### config.mk
export PLATFORM = sky130hd
export DESIGN_NAME = rgmii_clock_downsample_flat
export DESIGN_NICKNAME = d
export VERILOG_FILES = /design/src/rtl/rgmii_clock_downsample_if.sv /design/src/rtl/rgmii_clock_downsample.sv /design/src/flat_wrapper.sv
export SDC_FILE = /design/constraint.sdc
export NUM_CORES = 1
export LEC_CHECK = 0
export BUFFER_PORTS_ARGS = -buffer_cell sky130_fd_sc_hd__buf_2
export CORE_AREA = 3 3 40 42
export DETAILED_ROUTE_END_ITERATION = 10
export DIE_AREA = 0 0 43 45
export PLACE_DENSITY_LB_ADDON = 0.25
export SLEW_MARGIN = 20
export SYNTH_ARGS = -nofsm -noshare
export SYNTH_HDL_FRONTEND = slang
export SYNTH_SLANG_ARGS = --single-unit
### constraint.sdc
create_clock -name rgmii_txd_reference_clk -period 0.8 [get_ports rgmii_txd_reference_clk]
set_input_delay 0.04 -clock rgmii_txd_reference_clk [delete_from_list [all_inputs] [get_ports rgmii_txd_reference_clk]]
set_output_delay 0.04 -clock rgmii_txd_reference_clk [all_outputs]
set_load 0.005 [all_outputs]
### src/rtl/rgmii_clock_downsample_if.sv
// Divider control/output bundle for rgmii_clock_downsample.
// Optional tick_o strobe is present only when RGMII_CLK_DS_TICK_EN is defined.
interface rgmii_clock_downsample_if #(
    parameter int unsigned width_p = 7
);
    logic [width_p-1:0] val_i;
    logic               clk_r_o;
`ifdef RGMII_CLK_DS_TICK_EN
    logic               tick_o;

    modport master (output val_i, input clk_r_o, input tick_o);
    modport slave  (input val_i, output clk_r_o, output tick_o);
`else
    modport master (output val_i, input clk_r_o);
    modport slave  (input val_i, output clk_r_o);
`endif
endinterface

### src/rtl/rgmii_clock_downsample.sv
// Programmable 50% duty clock divider for RGMII speed selection.
// Output half-period is val_i+1 reference cycles; clk_r_o is driven straight
// from a flop so it cannot glitch and has no combinational input path.
// Optional feature: define RGMII_CLK_DS_TICK_EN to add the one-cycle tick_o
// strobe coincident with every clk_r_o transition.
module rgmii_clock_downsample #(
    parameter int unsigned width_p = 7
) (
    input  logic                     rgmii_txd_reference_clk,
    input  logic                     rgmii_rx_rst_i,
    rgmii_clock_downsample_if.slave  bus
);

    logic [1:0]         rst_sync_r;
    logic               rst_n_s;
    logic [width_p-1:0] ctr_r;
    logic               clk_r;
    logic               toggle_w;

    // Reset synchroniser: asserts asynchronously, releases after two edges.
    always_ff @(posedge rgmii_txd_reference_clk or negedge rgmii_rx_rst_i) begin
        if (!rgmii_rx_rst_i) begin
            rst_sync_r <= '0;
        end else begin
            rst_sync_r <= {rst_sync_r[0], 1'b1};
        end
    end

    assign rst_n_s = rst_sync_r[1];

    // Half-period reached; >= lets a shrinking val_i toggle on the next edge.
    always_comb begin
        toggle_w = (ctr_r >= bus.val_i);
    end

    // Half-period counter and divided clock register.
    always_ff @(posedge rgmii_txd_reference_clk or negedge rst_n_s) begin
        if (!rst_n_s) begin
            ctr_r <= '0;
            clk_r <= 1'b0;
        end else if (toggle_w) begin
            ctr_r <= '0;
            clk_r <= ~clk_r;
        end else begin
            ctr_r <= ctr_r + 1'b1;
        end
    end

    assign bus.clk_r_o = clk_r;

`ifdef RGMII_CLK_DS_TICK_EN
    logic tick_r;

    // Strobe registered alongside clk_r so it coincides with each transition.
    always_ff @(posedge rgmii_txd_reference_clk or negedge rst_n_s) begin
        if (!rst_n_s) begin
            tick_r <= 1'b0;
        end else begin
            tick_r <= toggle_w;
        end
    end

    assign bus.tick_o = tick_r;
`endif

endmodule

### src/flat_wrapper.sv
// flat-port wrapper written by rule: the top's interface ports become plain ports
module rgmii_clock_downsample_flat 
#(
    parameter int unsigned width_p = 7
)
  (rgmii_txd_reference_clk, rgmii_rx_rst_i, bus_val_i, bus_clk_r_o);
  rgmii_clock_downsample_if #(.width_p(width_p)) bus_i ();
  input  logic rgmii_txd_reference_clk;
  input  logic rgmii_rx_rst_i;
  input wire logic [$bits(bus_i.val_i)-1:0] bus_val_i;
  output wire logic [$bits(bus_i.clk_r_o)-1:0] bus_clk_r_o;
  assign bus_i.val_i = bus_val_i;
  assign bus_clk_r_o = bus_i.clk_r_o;
  rgmii_clock_downsample #(.width_p(width_p)) u_core (.rgmii_txd_reference_clk(rgmii_txd_reference_clk), .rgmii_rx_rst_i(rgmii_rx_rst_i), .bus(bus_i));
endmodule
==> results of run 1 <==
## report_power, final
part           leakage (nW)  switching (mW)  internal [mW]
Combinational         0.282           0.575          0.682
Clock                0.0138           0.155          0.173
Sequential            0.124           0.105          0.686
Total                 0.419           0.835           1.54
## layout by cell type, fill, tap and decap left out
master / count
xnor2_1: 1
xor2_1: 5
dfrtp_1: 10
a221oi_4: 1
clkbuf_4: 3
buf_2: 9
a21o_1: 1
nand3_1: 4
and3_4: 1
o211ai_2: 1
inv_1: 8
o21ai_4: 1
a211oi_4: 1
ha_4: 2
nand2b_1: 1
ha_1: 6
buf_4: 11
dlygate4sd3_1: 1
conb_1: 1
nor2_1: 7
and3_1: 1
## per-layer routing
layer / global-route usage, % / vias up / wire (um)
met5: 0 / - / 0
met4: 5.42 / 0 / 11
met3: 3.98 / 2 / 51
met2: 21.9 / 10 / 501
met1: 17.4 / 189 / 438
li1: - / 217 / -
## worst max-delay path by stage
stage | cells past startpoint | from | endpoint
after floorplan | 5 | u_core.ctr_r[5] | u_core.bus.clk_r_o
after global placement | 5 | u_core.ctr_r[5] | u_core.bus.clk_r_o
after detailed placement | 5 | u_core.ctr_r[5] | u_core.bus.clk_r_o
after CTS | 5 | u_core.ctr_r[5] | u_core.bus.clk_r_o
after global routing | 5 | u_core.ctr_r[4] | u_core.bus.clk_r_o
final | 5 | u_core.ctr_r[4] | u_core.bus.clk_r_o
## what timing repair did
action                                  4_1_cts  5_1_grt
endpoints found under the setup margin        9        9
hold buffers                                  1        0
cloned                                        0        0
buffers inserted                              2        0
gates resized for setup                       1        1
endpoints found under the hold margin         2        0
pin swaps                                     6        7
## cell type report
type | count | area, um2 | area share (%)
sequential | 10 | 250 | 31.5
clock buffer | 3 | 22.5 | 2.84
timing repair buffer | 21 | 138 | 17.4
inverter | 8 | 30.0 | 3.79
tap | 15 | 18.8 | 2.37
multi-input combinational | 34 | 334 | 42.1
## kinds of logic (layout without fill, tap and decap cells)
logic type | count (synthesis) | after routing
AND/OR/NAND/NOR | 14 | 14
flip-flops | 10 | 10
adder cells (fa/ha/maj) | 8 | 8
buffers and inverters | 8 | 32
XOR/XNOR | 6 | 6
AO/OA/AOI/OAI | 5 | 5
other | 1 | 1
## flip-flops by register name, summed over array words and instances (netlist names)
register,flops
u_core.bus.clk_r_o,1
u_core.rst_sync_r,2
u_core.ctr_r,7
## per-stage QoR
| stage | setup TNS, ns | power [mW] | cells | setup slack [ns] |
|---|---|---|---|---|
| finish | -5.20 | 2.38 | 91 | -0.736 |
| floorplan | -5.02 | 1.52 | 52 | -0.732 |
| global placement | -5.22 | 1.92 | 85 | -0.743 |
| detailed placement | -5.42 | 1.94 | 85 | -0.774 |
| global route | -6.03 | 2.63 | 91 | -0.817 |
| CTS | -5.40 | 2.36 | 91 | -0.760 |
## worst register-to-register path, cell delays in order (launching register included)
cell and delay (ns):
dfrtp_1 0.38, ha_1 0.28, and3_4 0.17, a221oi_4 0.29, o21ai_4 0.14, xor2_1 0.16
==> results.toml, run 1 <==
[outcome]
status = "finished with violations"
violations = "setup timing"

[placement]
hpwl_um = 803
numPortBuffers = 9
dpl_cell_area_um2 = 726
gp_congestion = 0.774

[synthesis]
ys_warn_count = 0
synth_seq_cells = 10
synth-simple-area-share_pct = 12.4
synthXorXnorAreaFrac_pct = 9.29
synth_top_area_share_pct = 44.2
synth_common_cells = "dfrtp_1, ha_1, inv_1"
synth_area_per_cell_um2 = 10.9
synth-compound-area-share_pct = 10.4
synthesis.nets = 69
yosysTopAreaCell = "dfrtp_1"
yosys-top-cells-area = "dfrtp_1, ha_1, xor2_1"
async_reset_ff_share_pct = 100
synth.most_common_cell = "dfrtp_1"
syn-instance-count = 52
seq_area_frac_synth_pct = 44.2
muxShareOfSynthArea_pct = 0
synth.distinct_cells = 16
netlist_area_um2 = 566
synth_top_family_by_area = "adder cells"
synth-main-ff-cell = "dfrtp_1"
synthAdderAreaFrac_pct = 17.7
synth_edf_count = 0

[critical_path]
start_kind = "flop"
worstPathArrival_ns = 1.67
worstReg2RegEnd = "u_core.bus.clk_r_o"
crit_fanout = 8
reg2reg_from = "u_core.ctr_r[4]"
criticalPathCategory = "flop to flop"
critPathRequiredTime_ns = 0.94
r2r_cells = 5
crit_buf_inv = 0
worstSetupEndpointType = "flop"
r2r_slack_ns = -0.74
slowest_stage = "dfrtp_1"
slowest_delay_ns = 0.38
cp_cell_sequence = "ha_1 -> and3_4 -> a221oi_4 -> o21ai_4 -> xor2_1"
cp_top_family = "compound AO/OA/AOI/OAI gates"

[clock_network]
cts_tree = "built"
cts_made_buffers = 3
htreeDepth = 1
cts_max_path_buffers = 2
clk_pin_slew_ns = 0.06
clk_latency_ns = 0.26
cts_sinks = 10
root_buffer = "clkbuf_4"

[cells_and_area]
antenna_cells = 0
nets = 95
layout-drive-gt1-share_pct = 39.5
area_growth_pct = 40.3
num-fill-cells = 106
final_area_um2 = 793
post-route-util_pct = 61.7

[sta]
setup_violations = 9
fin_crit_sh_pct = 192
timing.final.max_slew_violations = 0
layout_setup_ws_ns = -0.736
fin_skew_ns = 0.00152
rsz0062_at_grt = "true"
final-hold-violation-count = 0
max_freq_mhz = 651
fin_crit_ns = 1.54
holdWs_ns = 0.0807

[pwr]
ir_drop_uv = 1360
powerDensity_mw_per_mm2 = 3000
power_leakage_nw = 0.419

[global_route]
grt_pass1_vias = 462
grt_pass1_wl_um = 1930
antenna_found_initial = 0
grt_start_max_net_pins = 9
grt.total_usage_pct = 13.6
overflow = 0

[floorplanning]
io_pins = 10
die_w_um = 43
die_area_mm2 = 0.00194
die_h_um = 45
start_util_pct = 44.0
row_count = 13
core_mm2 = 0.00128

[worst_hold_path]
hp-class = "primary input to asynchronous set/reset pin"

[drt]
wl_per_cell_um = 11.0
drt_iter0_drc = 1
ant_nets = 0
drc = 0
dr.pass1.iters = 2
drt-total-wl_um = 1000
num_vias = 418
avgViaCountPerCell = 4.59

[job]
drv_cap = 0
Note: power is estimated with default switching activity, not from simulation.
==> run 2: changes to the inputs <==
==> constraint.sdc (replaced) <==
create_clock -name rgmii_txd_reference_clk -period 0.8 [get_ports rgmii_txd_reference_clk]
set_input_delay 0.04 -clock rgmii_txd_reference_clk [delete_from_list [all_inputs] [get_ports rgmii_txd_reference_clk]]
set_output_delay 0.04 -clock rgmii_txd_reference_clk [all_outputs]
set_load 0.1 [all_outputs]
==> run 2 against run 1 <==
Against the previous run:
- the flow still finishes with violations (setup timing)
- global-route usage down 1.5 points
- cell count is the same
- clock power is 39% higher
- routed wire length is 1.2% lower
- register-to-register slack is essentially flat
- power rose by 19%
- die area unchanged
- worst hold slack got worse by 0.013 ns
- clock skew is 0.0052 ns higher
- combinational power rose by 25%
- worst setup slack worse by 0.0031 ns
- maximum frequency is 0.20% lower
==> results.toml, run 2 (synthesis gave the netlist of run 1 again) <==
[cells_and_area]
final_common_cell = "buf_4"
layout_common_cells = "buf_4, dfrtp_1, inv_1, buf_2, nor2_1"
antenna_cells = 0
num-fill-cells = 106
layout-drive-gt1-share_pct = 42.1
final_area_um2 = 823
nets = 94
multi_input_comb_area_um2 = 342
register_area_um2 = 251
area_growth_pct = 45.6
largest_register_ffs = 7
regMostFlops = "u_core.ctr_r"

[sta]
setup_tns_ns = -5.47
setup_violations = 9
fin_crit_ns = 1.54
rsz0062_at_grt = "true"
final-hold-violation-count = 0
holdWs_ns = 0.0679
max_freq_mhz = 650
fin_skew_ns = 0.00668
fin_crit_sh_pct = 192
layout_setup_ws_ns = -0.739
timing.final.max_slew_violations = 0

[outcome]
violations = "setup timing"
status = "finished with violations"

[pwr]
clkPwrFrac_pct = 16.1
powerDensity_mw_per_mm2 = 3450
p_sw_share_pct = 38.2
p_switching_mw = 1.09
power_leakage_nw = 0.431
intPower_mw = 1.75
p_comb_share_pct = 55.3
seqPwrFrac_pct = 28.7
ir_drop_uv = 2060

[global_route]
antenna_found_initial = 0
grt.total_usage_pct = 12.1
overflow = 0
grt_pass1_wl_um = 1720
grt_pass1_vias = 431
grt_start_max_net_pins = 9

[clock_network]
cts_tree = "built"
cts_sinks = 10
clk_pin_slew_ns = 0.07
cts_made_buffers = 3
root_buffer = "clkbuf_4"
htreeDepth = 1
cts_max_path_buffers = 2
clk_latency_ns = 0.27

[critical_path]
worstSetupEndpointType = "flop"
startpoint = "u_core.ctr_r[4]"
slowest_delay_ns = 0.38
cp_cell_sequence = "ha_1 -> and3_4 -> a221oi_4 -> o21ai_4 -> xor2_1"
r2r_slack_ns = -0.74
slowest_stage = "dfrtp_1"
setup.worst_path.end = "u_core.bus.clk_r_o"
crit_fanout = 8
r2r_cells = 5
worstPathArrival_ns = 1.68
critPathRequiredTime_ns = 0.94
start_kind = "flop"
criticalPathCategory = "flop to flop"
worstReg2RegEnd = "u_core.bus.clk_r_o"
reg2reg_from = "u_core.ctr_r[4]"

[floorplanning]
io_pins = 10
core_mm2 = 0.00128
row_count = 13
die_area_mm2 = 0.00194
start_util_pct = 44.0
die_h_um = 45
die_w_um = 43

[drt]
wl_per_cell_um = 10.9
num_vias = 417
avgViaCountPerCell = 4.58
ant_nets = 0
drc = 0
dr.pass1.iters = 4
drt-total-wl_um = 990
drt_iter0_drc = 5

[placement]
pre_cts_slack_ns = -0.772
gp_congestion = 0.768
hpwl_um = 771
numPortBuffers = 9
dpl_cell_area_um2 = 742

[job]
drv_cap = 0

[worst_hold_path]
hp-class = "primary input to asynchronous set/reset pin"
-- run 2: metal layers --
| layer | wire length (um) | vias to the layer above | share of wire [%] | global-route usage, % |
|---|---|---|---|---|
| met1 | 437 | 186 | 44 | 14.2 |
| met3 | 53 | 0 | 5.4 | 2.79 |
| met2 | 500 | 11 | 51 | 21.3 |
| met5 | 0 | - | 0 | 0 |
| li1 | - | 220 | - | - |
| met4 | 0 | 0 | 0 | 5.42 |
-- run 2: how the worst min path moves through the flow --
stage / to / slack, ns / depth (start not counted)
final: u_core.rst_sync_r[0] / 0.07 / 2
after detailed placement: u_core.rst_sync_r[0] / -0.17 / 1
after CTS: u_core.rst_sync_r[0] / 0.07 / 2
after floorplan: u_core.rst_sync_r[0] / -0.26 / 0
after global routing: u_core.rst_sync_r[0] / 0.06 / 2
after global placement: u_core.rst_sync_r[1] / -0.18 / 1
-- run 2: critical path, delay by kind of cell (launching register included) --
family          cells  cell delay [ns]
simple gates        1             0.17
xor+xnor            1             0.16
flops               1             0.38
compound gates      2             0.43
fa+ha+maj           1             0.29
-- run 2: final cells by class --
class | count | share of cell area (%)
well taps | 15 | 2.28
inverters | 8 | 3.65
clock buffers | 4 | 4.41
repair buffers | 20 | 17.6
flip-flops and latches | 10 | 30.5
multi-input cells | 34 | 41.5
-- run 2: power groups by stage --
stage / Combinational (mW) / Sequential (mW) / Clock (mW)
2_1_floorplan: 0.677 / 1.04 / 0
3_3_place_gp: 1.39 / 0.823 / 0
3_5_place_dp: 1.41 / 0.819 / 0
4_1_cts: 1.48 / 0.815 / 0.469
5_1_grt: 1.72 / 0.830 / 0.493
6_report: 1.57 / 0.813 / 0.455
-- run 2: what timing repair did --
action / 4_1_cts / 5_1_grt
setup endpoints to repair: 9 / 9
pin swaps: 5 / 4
setup buffers: 1 / 0
resized for setup: 1 / 2
endpoints found under the hold margin: 2 / 0
hold buffers: 1 / 0
-- run 2: stage by stage --
stage | std cells | total power [mW] | utilization (%)
detailed placement | 85 | 2.23 | 57.7
global route | 91 | 3.05 | 64.1
global placement | 85 | 2.22 | 57.7
finish | 91 | 2.84 | 64.1
CTS | 91 | 2.77 | 62.9
floorplan | 52 | 1.72 | -
